<file path="src/rtl/riscv_pkg.sv">
// Shared definitions for the memory-access stage.
//   MEM_SIZE_*     encodings of the 2-bit access size field
//   mem_state_e    IDLE/WAIT states of the memory request FSM
//   is_misaligned  flags accesses whose address does not fit the requested size
package riscv_pkg;

    localparam logic [1:0] MEM_SIZE_B   = 2'b00;
    localparam logic [1:0] MEM_SIZE_H   = 2'b01;
    localparam logic [1:0] MEM_SIZE_W   = 2'b10;
    localparam logic [1:0] MEM_SIZE_ILL = 2'b11;

    typedef enum logic {
        MEM_IDLE,
        MEM_WAIT
    } mem_state_e;

    // The illegal size encoding is reported the same way as a misaligned address.
    function automatic logic is_misaligned(input logic [1:0] size, input logic [1:0] addr_lo);
        logic bad;
        case (size)
            MEM_SIZE_B: bad = 1'b0;
            MEM_SIZE_H: bad = addr_lo[0];
            MEM_SIZE_W: bad = |addr_lo;
            default:    bad = 1'b1;
        endcase
        return bad;
    endfunction

endpackage

</file>
<file path="src/rtl/mem_access_stage_if.sv">
// Data-memory request/acknowledge bus.
//   req    request pending (held until the ack cycle)
//   we     1 = write
//   addr   word-aligned byte address
//   wdata  lane-replicated store data
//   be     byte enables
//   ack    request complete; rdata valid in this cycle for reads
//   rdata  read word
// master: the memory stage; slave: the data memory.
interface mem_access_stage_if #(
    parameter int unsigned DATA_WIDTH    = 32,
    parameter int unsigned ADDRESS_WIDTH = 32
) ();

    logic                     req;
    logic                     we;
    logic [ADDRESS_WIDTH-1:0] addr;
    logic [DATA_WIDTH-1:0]    wdata;
    logic [3:0]               be;
    logic                     ack;
    logic [DATA_WIDTH-1:0]    rdata;

    modport master (
        output req, we, addr, wdata, be,
        input  ack, rdata
    );

    modport slave (
        input  req, we, addr, wdata, be,
        output ack, rdata
    );

endinterface

</file>
<file path="src/rtl/load_data_align.sv">
// Combinational load alignment: picks the addressed byte/half out of the read
// word and sign- or zero-extends it. Word loads pass through unchanged.
//   rdata        read word from memory
//   addr_lo      byte offset within the word
//   size         access size (B/H/W)
//   is_unsigned  zero-extend instead of sign-extend
//   data         extended result
module load_data_align
    import riscv_pkg::*;
(
    input  logic [31:0] rdata,
    input  logic [1:0]  addr_lo,
    input  logic [1:0]  size,
    input  logic        is_unsigned,
    output logic [31:0] data
);

    logic [7:0]  byte_sel;
    logic [15:0] half_sel;
    logic        byte_ext;
    logic        half_ext;

    always_comb begin
        case (addr_lo)
            2'd0:    byte_sel = rdata[7:0];
            2'd1:    byte_sel = rdata[15:8];
            2'd2:    byte_sel = rdata[23:16];
            default: byte_sel = rdata[31:24];
        endcase
        half_sel = addr_lo[1] ? rdata[31:16] : rdata[15:0];
        byte_ext = ~is_unsigned & byte_sel[7];
        half_ext = ~is_unsigned & half_sel[15];

        case (size)
            MEM_SIZE_B: data = {{24{byte_ext}}, byte_sel};
            MEM_SIZE_H: data = {{16{half_ext}}, half_sel};
            default:    data = rdata;
        endcase
    end

endmodule

</file>
<file path="src/rtl/mem_access_stage.sv">
// Memory stage downstream of execute. Non-memory ops pass to writeback with one
// cycle of latency; aligned loads/stores are issued on the dmem bus and the stage
// stalls upstream until the ack. Misaligned/illegal-size accesses raise
// exception bit [3] (load) or [4] (store) without touching memory.
//   i_clk, i_rst        clock, synchronous active-high reset
//   i_*                 execute results for the instruction in flight
//   o_stall             upstream must hold its inputs this cycle
//   dmem                data-memory bus (master side)
//   o_valid ... o_ecall registered writeback entry
module mem_access_stage
    import riscv_pkg::*;
#(
    parameter int unsigned DATA_WIDTH    = 32,
    parameter int unsigned ADDRESS_WIDTH = 32,
    parameter int unsigned REG_NUM       = 32
) (
    input  logic                       i_clk,
    input  logic                       i_rst,
    input  logic                       i_valid,
    input  logic [DATA_WIDTH-1:0]      i_exe_mux_out1,
    input  logic [DATA_WIDTH-1:0]      i_exe_mux_out2,
    input  logic                       i_rf_wr_en,
    input  logic [$clog2(REG_NUM)-1:0] i_rd_addr,
    input  logic                       i_is_load,
    input  logic                       i_is_store,
    input  logic [1:0]                 i_mem_size,
    input  logic                       i_mem_load_unsigned,
    input  logic [ADDRESS_WIDTH-1:0]   i_pc,
    input  logic [2:0]                 i_exception,
    input  logic                       i_ecall,
    output logic                       o_stall,
    mem_access_stage_if.master         dmem,
    output logic                       o_valid,
    output logic [DATA_WIDTH-1:0]      o_wb_data,
    output logic                       o_rf_wr_en,
    output logic [$clog2(REG_NUM)-1:0] o_rd_addr,
    output logic [ADDRESS_WIDTH-1:0]   o_pc,
    output logic [4:0]                 o_exception,
    output logic                       o_ecall
);

    localparam int unsigned RW = $clog2(REG_NUM);

    mem_state_e state_q, state_d;

    // Request registers, held stable for the whole WAIT period.
    logic [ADDRESS_WIDTH-1:0] req_addr_q, req_addr_d;
    logic                     req_we_q, req_we_d;
    logic [3:0]               req_be_q, req_be_d;
    logic [DATA_WIDTH-1:0]    req_wdata_q, req_wdata_d;
    logic [1:0]               req_size_q, req_size_d;
    logic                     req_unsigned_q, req_unsigned_d;
    logic                     req_rf_wr_en_q, req_rf_wr_en_d;
    logic [RW-1:0]            req_rd_q, req_rd_d;
    logic [ADDRESS_WIDTH-1:0] req_pc_q, req_pc_d;
    logic                     req_exc2_q, req_exc2_d;
    logic                     req_ecall_q, req_ecall_d;

    // Writeback output registers.
    logic                     valid_q, valid_d;
    logic [DATA_WIDTH-1:0]    wb_data_q, wb_data_d;
    logic                     rf_wr_en_q, rf_wr_en_d;
    logic [RW-1:0]            rd_q, rd_d;
    logic [ADDRESS_WIDTH-1:0] pc_q, pc_d;
    logic [4:0]               exception_q, exception_d;
    logic                     ecall_q, ecall_d;

    logic                     mem_op;
    logic                     fd_exc;
    logic                     misaligned;
    logic [DATA_WIDTH-1:0]    st_wdata;
    logic [3:0]               st_be;
    logic [DATA_WIDTH-1:0]    load_data;

    assign mem_op     = i_is_load | i_is_store;
    assign fd_exc     = |i_exception[1:0];
    assign misaligned = is_misaligned(i_mem_size, i_exe_mux_out1[1:0]);

    // Store lane replication; the memory picks lanes via be.
    always_comb begin
        case (i_mem_size)
            MEM_SIZE_B: begin
                st_wdata = {4{i_exe_mux_out2[7:0]}};
                st_be    = 4'b0001 << i_exe_mux_out1[1:0];
            end
            MEM_SIZE_H: begin
                st_wdata = {2{i_exe_mux_out2[15:0]}};
                st_be    = 4'b0011 << i_exe_mux_out1[1:0];
            end
            default: begin
                st_wdata = i_exe_mux_out2;
                st_be    = 4'hF;
            end
        endcase
    end

    load_data_align u_load_data_align (
        .rdata       (dmem.rdata),
        .addr_lo     (req_addr_q[1:0]),
        .size        (req_size_q),
        .is_unsigned (req_unsigned_q),
        .data        (load_data)
    );

    always_comb begin
        state_d        = state_q;
        req_addr_d     = req_addr_q;
        req_we_d       = req_we_q;
        req_be_d       = req_be_q;
        req_wdata_d    = req_wdata_q;
        req_size_d     = req_size_q;
        req_unsigned_d = req_unsigned_q;
        req_rf_wr_en_d = req_rf_wr_en_q;
        req_rd_d       = req_rd_q;
        req_pc_d       = req_pc_q;
        req_exc2_d     = req_exc2_q;
        req_ecall_d    = req_ecall_q;
        valid_d        = 1'b0;
        rf_wr_en_d     = 1'b0;
        wb_data_d      = wb_data_q;
        rd_d           = rd_q;
        pc_d           = pc_q;
        exception_d    = exception_q;
        ecall_d        = ecall_q;

        case (state_q)
            MEM_IDLE: begin
                if (i_valid) begin
                    if (mem_op && !fd_exc && !misaligned) begin
                        state_d        = MEM_WAIT;
                        req_addr_d     = i_exe_mux_out1;
                        req_we_d       = i_is_store & ~i_is_load;
                        req_be_d       = i_is_load ? 4'hF : st_be;
                        req_wdata_d    = st_wdata;
                        req_size_d     = i_mem_size;
                        req_unsigned_d = i_mem_load_unsigned;
                        req_rf_wr_en_d = i_rf_wr_en;
                        req_rd_d       = i_rd_addr;
                        req_pc_d       = i_pc;
                        req_exc2_d     = i_exception[2];
                        req_ecall_d    = i_ecall;
                    end else begin
                        // Single-cycle result: ALU op, faulted op or misaligned access.
                        valid_d     = 1'b1;
                        wb_data_d   = i_exe_mux_out1;
                        rd_d        = i_rd_addr;
                        pc_d        = i_pc;
                        ecall_d     = i_ecall;
                        exception_d = {2'b00, i_exception};
                        if (fd_exc) begin
                            rf_wr_en_d = 1'b0;
                        end else if (mem_op) begin
                            exception_d[3] = i_is_load;
                            exception_d[4] = i_is_store & ~i_is_load;
                        end else begin
                            rf_wr_en_d = i_rf_wr_en;
                        end
                    end
                end
            end
            MEM_WAIT: begin
                if (dmem.ack) begin
                    state_d     = MEM_IDLE;
                    valid_d     = 1'b1;
                    wb_data_d   = req_we_q ? '0 : load_data;
                    rf_wr_en_d  = req_rf_wr_en_q & ~req_we_q;
                    rd_d        = req_rd_q;
                    pc_d        = req_pc_q;
                    exception_d = {2'b00, req_exc2_q, 2'b00};
                    ecall_d     = req_ecall_q;
                end
            end
            default: state_d = MEM_IDLE;
        endcase
    end

    always_ff @(posedge i_clk) begin
        if (i_rst) begin
            state_q        <= MEM_IDLE;
            req_addr_q     <= '0;
            req_we_q       <= 1'b0;
            req_be_q       <= '0;
            req_wdata_q    <= '0;
            req_size_q     <= '0;
            req_unsigned_q <= 1'b0;
            req_rf_wr_en_q <= 1'b0;
            req_rd_q       <= '0;
            req_pc_q       <= '0;
            req_exc2_q     <= 1'b0;
            req_ecall_q    <= 1'b0;
            valid_q        <= 1'b0;
            wb_data_q      <= '0;
            rf_wr_en_q     <= 1'b0;
            rd_q           <= '0;
            pc_q           <= '0;
            exception_q    <= '0;
            ecall_q        <= 1'b0;
        end else begin
            state_q        <= state_d;
            req_addr_q     <= req_addr_d;
            req_we_q       <= req_we_d;
            req_be_q       <= req_be_d;
            req_wdata_q    <= req_wdata_d;
            req_size_q     <= req_size_d;
            req_unsigned_q <= req_unsigned_d;
            req_rf_wr_en_q <= req_rf_wr_en_d;
            req_rd_q       <= req_rd_d;
            req_pc_q       <= req_pc_d;
            req_exc2_q     <= req_exc2_d;
            req_ecall_q    <= req_ecall_d;
            valid_q        <= valid_d;
            wb_data_q      <= wb_data_d;
            rf_wr_en_q     <= rf_wr_en_d;
            rd_q           <= rd_d;
            pc_q           <= pc_d;
            exception_q    <= exception_d;
            ecall_q        <= ecall_d;
        end
    end

    assign o_stall     = (state_q == MEM_WAIT);
    assign dmem.req    = (state_q == MEM_WAIT);
    assign dmem.we     = req_we_q;
    assign dmem.addr   = {req_addr_q[ADDRESS_WIDTH-1:2], 2'b00};
    assign dmem.wdata  = req_wdata_q;
    assign dmem.be     = req_be_q;

    assign o_valid     = valid_q;
    assign o_wb_data   = wb_data_q;
    assign o_rf_wr_en  = rf_wr_en_q;
    assign o_rd_addr   = rd_q;
    assign o_pc        = pc_q;
    assign o_exception = exception_q;
    assign o_ecall     = ecall_q;

endmodule

</file>
<file path="src/flat_wrapper.sv">
// flat-port wrapper written by rule: the top's interface ports become plain ports
module mem_access_stage_flat import riscv_pkg::*;
#(
    parameter int unsigned DATA_WIDTH    = 32,
    parameter int unsigned ADDRESS_WIDTH = 32,
    parameter int unsigned REG_NUM       = 32
)
  (i_clk, i_rst, i_valid, i_exe_mux_out1, i_exe_mux_out2, i_rf_wr_en, i_rd_addr, i_is_load, i_is_store, i_mem_size, i_mem_load_unsigned, i_pc, i_exception, i_ecall, o_stall, o_valid, o_wb_data, o_rf_wr_en, o_rd_addr, o_pc, o_exception, o_ecall, dmem_req, dmem_we, dmem_addr, dmem_wdata, dmem_be, dmem_ack, dmem_rdata);
  mem_access_stage_if #(.DATA_WIDTH(DATA_WIDTH), .ADDRESS_WIDTH(ADDRESS_WIDTH)) dmem_i ();
  input  logic i_clk;
  input  logic i_rst;
  input  logic i_valid;
  input  logic [DATA_WIDTH-1:0] i_exe_mux_out1;
  input  logic [DATA_WIDTH-1:0] i_exe_mux_out2;
  input  logic i_rf_wr_en;
  input  logic [$clog2(REG_NUM)-1:0] i_rd_addr;
  input  logic i_is_load;
  input  logic i_is_store;
  input  logic [1:0] i_mem_size;
  input  logic i_mem_load_unsigned;
  input  logic [ADDRESS_WIDTH-1:0] i_pc;
  input  logic [2:0] i_exception;
  input  logic i_ecall;
  output logic o_stall;
  output logic o_valid;
  output logic [DATA_WIDTH-1:0] o_wb_data;
  output logic o_rf_wr_en;
  output logic [$clog2(REG_NUM)-1:0] o_rd_addr;
  output logic [ADDRESS_WIDTH-1:0] o_pc;
  output logic [4:0] o_exception;
  output logic o_ecall;
  output wire logic [$bits(dmem_i.req)-1:0] dmem_req;
  output wire logic [$bits(dmem_i.we)-1:0] dmem_we;
  output wire logic [$bits(dmem_i.addr)-1:0] dmem_addr;
  output wire logic [$bits(dmem_i.wdata)-1:0] dmem_wdata;
  output wire logic [$bits(dmem_i.be)-1:0] dmem_be;
  input wire logic [$bits(dmem_i.ack)-1:0] dmem_ack;
  input wire logic [$bits(dmem_i.rdata)-1:0] dmem_rdata;
  assign dmem_req = dmem_i.req;
  assign dmem_we = dmem_i.we;
  assign dmem_addr = dmem_i.addr;
  assign dmem_wdata = dmem_i.wdata;
  assign dmem_be = dmem_i.be;
  assign dmem_i.ack = dmem_ack;
  assign dmem_i.rdata = dmem_rdata;
  mem_access_stage #(.DATA_WIDTH(DATA_WIDTH), .ADDRESS_WIDTH(ADDRESS_WIDTH), .REG_NUM(REG_NUM)) u_core (.i_clk(i_clk), .i_rst(i_rst), .i_valid(i_valid), .i_exe_mux_out1(i_exe_mux_out1), .i_exe_mux_out2(i_exe_mux_out2), .i_rf_wr_en(i_rf_wr_en), .i_rd_addr(i_rd_addr), .i_is_load(i_is_load), .i_is_store(i_is_store), .i_mem_size(i_mem_size), .i_mem_load_unsigned(i_mem_load_unsigned), .i_pc(i_pc), .i_exception(i_exception), .i_ecall(i_ecall), .o_stall(o_stall), .dmem(dmem_i), .o_valid(o_valid), .o_wb_data(o_wb_data), .o_rf_wr_en(o_rf_wr_en), .o_rd_addr(o_rd_addr), .o_pc(o_pc), .o_exception(o_exception), .o_ecall(o_ecall));
endmodule
</file>
<file path="config.mk">
export PLATFORM = sky130hd
export DESIGN_NAME = mem_access_stage_flat
export DESIGN_NICKNAME = d
export VERILOG_FILES = /design/src/rtl/riscv_pkg.sv /design/src/rtl/mem_access_stage_if.sv /design/src/rtl/load_data_align.sv /design/src/rtl/mem_access_stage.sv /design/src/flat_wrapper.sv
export SDC_FILE = /design/constraint.sdc
export NUM_CORES = 1
export LEC_CHECK = 0
export ABC_CLOCK_PERIOD_IN_PS = 1800
export BUFFER_PORTS_ARGS = -buffer_cell sky130_fd_sc_hd__buf_4
export CAP_MARGIN = 10
export CELL_PAD_IN_SITES_DETAIL_PLACEMENT = 1
export CELL_PAD_IN_SITES_GLOBAL_PLACEMENT = 1
export CORE_MARGIN = 5
export CORE_UTILIZATION = 32
export DETAILED_ROUTE_END_ITERATION = 8
export GPL_ROUTABILITY_DRIVEN = 0
export PLACE_DENSITY = 0.79
export SLEW_MARGIN = 15
export SYNTH_ARGS = -nofsm -noshare
export SYNTH_HDL_FRONTEND = slang
export SYNTH_SLANG_ARGS = --single-unit
export TNS_END_PERCENT = 10
</file>
<file path="constraint.sdc">
create_clock -name i_clk -period 1.8 [get_ports i_clk]
set_clock_uncertainty 0.05 [all_clocks]
set_input_delay 0.36 -clock i_clk [delete_from_list [all_inputs] [get_ports i_clk]]
set_output_delay 0.36 -clock i_clk [all_outputs]
set_load 0.005 [all_outputs]
</file>
==> results of run 1 <==
metal layers:
metal / up-vias / wire length [µm] / track usage [%]
li1: 4007 / - / -
met1: 3985 / 13330 / 25.70
met2: 241 / 15140 / 35.24
met3: 32 / 2255 / 5.190
met4: 2 / 530 / 5.332
met5: - / 13 / 0
kinds of logic (layout without fill, tap and decap cells):
family | Yosys count | count (layout) | synth area share (%)
simple gates | 370 | 370 | 18.05
compound gates | 271 | 271 | 21.22
mux | 63 | 63 | 7.643
flops | 190 | 190 | 45.12
buf+inv | 127 | 383 | 7.925
other cells | 1 | 2 | 0.04448
sequential cells by signal, indices dropped and copies added (netlist names), 4 cells and up:
register	cells
u_core.o_wb_data	32
u_core.req_rd_q	5
u_core.req_pc_q	32
u_core.o_exception	5
u_core.dmem.be	4
u_core.req_addr_q	32
u_core.o_pc	32
u_core.dmem.wdata	32
u_core.o_rd_addr	5
path summary, 6_finish.rpt:
check / from / endpoint / slack, ps / cells after the start
worst min-delay path: i_exe_mux_out1[16] / u_core.o_wb_data[16] / 120 / 3
worst max-delay path: u_core.req_addr_q[1] / u_core.o_wb_data[15] / -40 / 5
worst max register to register: u_core.req_addr_q[1] / u_core.o_wb_data[15] / -40 / 5
worst min register to register: u_core.req_pc_q[12] / u_core.req_pc_q[12] / 410 / 2
placed cells by master (no fill, tap or decap), types with 2 or more instances in the layout:
cell        instances
a211oi_1           42
a211oi_2           11
a21o_1              6
a21oi_1           134
a221o_1             2
a221oi_1            3
a221oi_2            7
a22oi_1             3
a311oi_1            9
a32oi_1             2
buf_12             12
buf_4             331
buf_6               3
clkbuf_16          17
clkinv_2            3
clkinv_4            2
clkinvlp_4          2
conb_1              2
dfxtp_1           188
inv_1               4
inv_6               3
mux2i_1            61
nand2_1           210
nand2b_1           19
nand3_1            23
nand3b_1            2
nor2_1             94
nor3_1             14
o211ai_1            9
o21ai_0            13
o221ai_1           16
o22ai_1             6
critical path: stages (launching register included):
cell and delay (ps):
dfxtp_2 350, mux4_2 570, and3_4 180, a221o_1 270, a221oi_2 230, nor3_1 60
synthesized netlist by cell type, drive strengths merged (2+ instances only):
cell type	instances
nand4b	2
o22ai	6
a22oi	3
a32oi	2
nand3	23
nand2b	19
o221ai	16
a221oi	10
nand2	210
a21o	7
nor2	95
mux2i	61
a311oi	10
nand3b	2
dfxtp	190
a211oi	53
buf	70
inv	4
nor3	14
o21ai	13
clkbuf	52
a21oi	135
a221o	2
o211ai	9
through the flow:
| stage | util, % | worst slack (ps) |
|---|---|---|
| after global routing | 44.78 | -78.46 |
| after detailed placement | 42.33 | -169.5 |
| after floorplan | - | -6.529 |
| final | 44.78 | -36.32 |
| after CTS | 44.59 | -35.09 |
| after global placement | 42.33 | -93.28 |
timing repair:
| item | CTS | global route |
|---|---|---|
| cloned | 0 | 0 |
| setup buffers | 0 | 0 |
| pin swaps | 0 | 3 |
| gates resized for setup | 3 | 9 |
| endpoints found under the setup margin | 7 | 64 |
layout make-up:
class                           instances  area [µm²]
Clock buffer                           19       442.9
Clock inverter                         13       131.4
Fill cell                            3074       14350
Inverter                                5       18.77
Multi-Input combinational cell        706        4055
Sequential cell                       190        3809
Tap cell                              335       419.2
Timing Repair Buffer                  346        2759
power groups by stage:
stage	sequential (W)	combinational, W	clock, W
floorplan	0.00458	0.000615	0
global placement	0.00459	0.00140	0
detailed placement	0.00459	0.00144	0
CTS	0.00450	0.00144	0.00390
global route	0.00452	0.00157	0.00408
finish	0.00450	0.00144	0.00380
==> flow_summary.toml, run 1 <==
[status]
status = "finished with violations"
violations = "setup timing"

[pwr]
p_clk_share_pct = 39.0
p_seq_share_pct = 46.2
p_leak_nw = 4.658
power_w = 0.009732
ir_drop_mv = 0.4199
pwr-share-comb_pct = 14.8
netSwitchingPower_w = 0.002648
p_int_w = 0.007084
switching_share_pct = 27.21
power.density_nw_per_um2 = 836.5

[cts]
clock_latency_ps = 430
h-tree-depth = 4
cts_buffers = 17
cts_tree = "built"
cts_buffer_depth = 2
hold_buffers = 0
clock_sinks = 190
cts_root_buf = "clkbuf_16"
path_clk_slew_ps = 70

[global_routing]
grt_start_max_net_pins = 98
grt_pass1_wl_um = 48020
overflow = 0
antenna_found_initial = 1
grt_pass1_vias = 8537
grt_use_total_pct = 20.50

[yosys]
avgSynthCellArea_um2 = 8.249
syn_inst = 1022
ys_types = 44
synth.area.top_cells = "dfxtp_1, nand2_1, a21oi_1, mux2i_1, nor2_1"
ys_ff_latch = 190
synth_top_cell_by_area = "dfxtp_1"
synth_edf_count = 0
synthArstFlopShare_pct = 0
yosys_warnings = 0
synth.cell_area_um2 = 8431
synth_top_area_share_pct = 45.12
ys_seq_area_share_pct = 45.12
ys.flop_type = "dfxtp_1"

[die]
die_y_um = 172.3
die_w_um = 172.3
dieArea_um2 = 29690
initial_core_util_pct = 32.44
num_io_pins = 295
num_rows = 59
coreArea_um2 = 25980

[worst_setup_path]
worstSetupStartpointType = "flop"
critical_path_class = "reg2reg"
critical_path_arrival_ps = 2080
worstPathRequired_ps = 2050
worst-path-max-fanout = 4
cp-end-kind = "flop"

[sta]
slew_viol_final = 0
setup_ws_ps = -36.32
max_freq_mhz = 544.6
fin_crit_sh_pct = 102.0
period_minus_slack_ps = 1836
setup-violations-final = 1
hold_viol = 0
holdWs_ps = 120.6
rsz0062_at_grt = "true"
tns_ps = -36.32
relSlewSlack_pct = 53.39
tightestPinTransition_ps = 698.4

[detailed_routing]
dr.pass1.iters = 5
wire_per_inst_um = 19.37
drc = 0
num_vias = 8267
via_per_inst = 5.122
ant_nets = 0
initialDrtViolationCount = 526
postRouteWirelength_um = 31270

[layout]
postLayoutCellArea_um2 = 11630
drive_gt1_share_pct = 31.98
area_growth_pct = 38.01
final_nets = 1413
diodes = 0
fin_cells = 1614

[worst_hold_path]
hold_path.class = "in2reg"

[place]
port_buffers = 292
placed_area_um2 = 11000
numPlacedInstances = 1582
dp_hpwl_um = 23180

[run]
maxCapViolations = 0
Note: power is estimated with default switching activity, not from simulation.
==> inputs of run 2 (changes only) <==
--- a/config.mk
+++ b/config.mk
@@ -5,16 +5,16 @@
 export SDC_FILE = /design/constraint.sdc
 export NUM_CORES = 1
 export LEC_CHECK = 0
-export ABC_CLOCK_PERIOD_IN_PS = 1800
+export ABC_CLOCK_PERIOD_IN_PS = 1900
 export BUFFER_PORTS_ARGS = -buffer_cell sky130_fd_sc_hd__buf_4
 export CAP_MARGIN = 10
 export CELL_PAD_IN_SITES_DETAIL_PLACEMENT = 1
 export CELL_PAD_IN_SITES_GLOBAL_PLACEMENT = 1
 export CORE_MARGIN = 5
-export CORE_UTILIZATION = 32
+export CORE_UTILIZATION = 36
 export DETAILED_ROUTE_END_ITERATION = 8
 export GPL_ROUTABILITY_DRIVEN = 0
-export PLACE_DENSITY = 0.79
+export PLACE_DENSITY = 0.84
 export SLEW_MARGIN = 15
 export SYNTH_ARGS = -nofsm -noshare
 export SYNTH_HDL_FRONTEND = slang
==> constraint.sdc (replaced) <==
create_clock -name i_clk -period 1.9 [get_ports i_clk]
set_clock_uncertainty 0.05 [all_clocks]
set_input_delay 0.38 -clock i_clk [delete_from_list [all_inputs] [get_ports i_clk]]
set_output_delay 0.38 -clock i_clk [all_outputs]
set_load 0.005 [all_outputs]
==> flow_summary.toml, run 2 (synthesis results as in run 1) <==
[status]
status = "complete, no violations"

[cts]
clock_latency_ps = 430
clock_sinks = 190
cts_tree = "built"
hold_buffers = 0
h-tree-depth = 4
cts_setup_buffers = 0
cts_root_buf = "clkbuf_16"
cts_buffers = 17
cts_buffer_depth = 2
path_clk_slew_ps = 80

[place]
numPlacedInstances = 1570
preCtsSetupSlack_ps = -177.8
dp_hpwl_um = 22930
port_buffers = 292
placed_area_um2 = 11060

[layout]
diodes = 0
final_nets = 1417
area_growth_pct = 38.93
postLayoutCellArea_um2 = 11710
layout_commonest_cell = "buf_4"
drive_gt1_share_pct = 31.96
final_cell_mix = "buf_4, nand2_1, dfxtp_1"
fin_cells = 1602
fillerInstances = 2814

[sta]
hold_viol = 0
relSlewSlack_pct = 66.63
fin_crit_sh_pct = 99.89
tightestPinTransition_ps = 500.6
setup_ws_ps = 2.013
rsz0062_at_grt = "true"
max_freq_mhz = 526.9
slew_viol_final = 0
period_minus_slack_ps = 1898
setup-violations-final = 0

[detailed_routing]
drc = 0
postRouteWirelength_um = 31020
ant_nets = 0
wire_per_inst_um = 19.36
initialDrtViolationCount = 376
via_per_inst = 5.239
dr.pass1.iters = 4
num_vias = 8393

[global_routing]
overflow = 0
antenna_found_initial = 0
grt_pass1_vias = 8598
grt_pass1_wl_um = 47560
grt_use_total_pct = 22.59
grt_start_max_net_pins = 90

[die]
coreArea_um2 = 23260
die_y_um = 163.0
die_w_um = 163.0
dieArea_um2 = 26580
num_io_pins = 295
num_rows = 56
initial_core_util_pct = 36.24

[worst_setup_path]
cp-end-kind = "flop"
critical_path_arrival_ps = 2150
worst-path-max-fanout = 4
critical_path_class = "reg2reg"
worst-r2r-setup-slack_ps = 2
worstPathRequired_ps = 2160
worstSetupStartpointType = "flop"

[pwr]
ir_drop_mv = 0.5288
p_leak_nw = 4.706
power.density_nw_per_um2 = 797.7

[worst_hold_path]
hold_path.class = "in2reg"

[run]
maxCapViolations = 0
run 2: through the flow:
step	utilization, %	total power, W	hold slack, ps	TNS [ps]
finish	50.35	0.009343	126.0	0
global route	50.35	0.009773	118.1	-79.76
CTS	50.21	0.009462	108.1	0
detailed placement	47.53	0.005730	397.2	-5446
global placement	47.53	0.005677	390.6	-2590
floorplan	-	0.004916	386.0	0
run 2: cell type report:
type                    count  area, µm²  area share (%)
clock buffers              17      425.4           3.632
clock inverters            15      186.4           1.592
inverters                   5      18.77          0.1602
multi-input cells         706       4009           34.23
flip-flops and latches    190       3810           32.53
well taps                 319      399.1           3.408
repair buffers            350       2864           24.45
run 2: per-layer routing:
metal,up-vias,share of wire (%),track usage (%)
li1,4016,-,-
met1,4088,41,27.61
met2,249,51,39.43
met3,40,6.7,6.056
met4,0,1.8,5.909
met5,-,0,0
run 2: path summary, 6_finish.rpt:
check / end / cells after the start / from
worst min-delay path: u_core.o_wb_data[17] / 3 / i_exe_mux_out1[17]
worst max register to register: u_core.o_wb_data[15] / 5 / u_core.req_addr_q[1]
worst max-delay path: u_core.o_wb_data[15] / 5 / u_core.req_addr_q[1]
worst min register to register: u_core.req_addr_q[16] / 2 / u_core.req_addr_q[16]
run 2: worst max-delay path, stage by stage (launching register included):
cell and delay, ps:
dfxtp_2 360, mux4_2 560, and3_1 200, a221o_1 280
a221oi_2 250, nor3_1 70
run 2: timing repair:
| action | 4_1_cts | 5_1_grt |
|---|---|---|
| cloned | 0 | 0 |
| endpoints found under the setup margin | 8 | 10 |
| gates resized for setup | 3 | 7 |
| pin swaps | 0 | 0 |
run 2: power by group:
| group | internal, W | switching, W | total (W) |
|---|---|---|---|
| clock network | 0.00181 | 0.00189 | 0.00370 |
| registers | 0.00415 | 0.000105 | 0.00426 |
| logic | 0.000703 | 0.000680 | 0.00138 |
| total | 0.00666 | 0.00268 | 0.00934 |
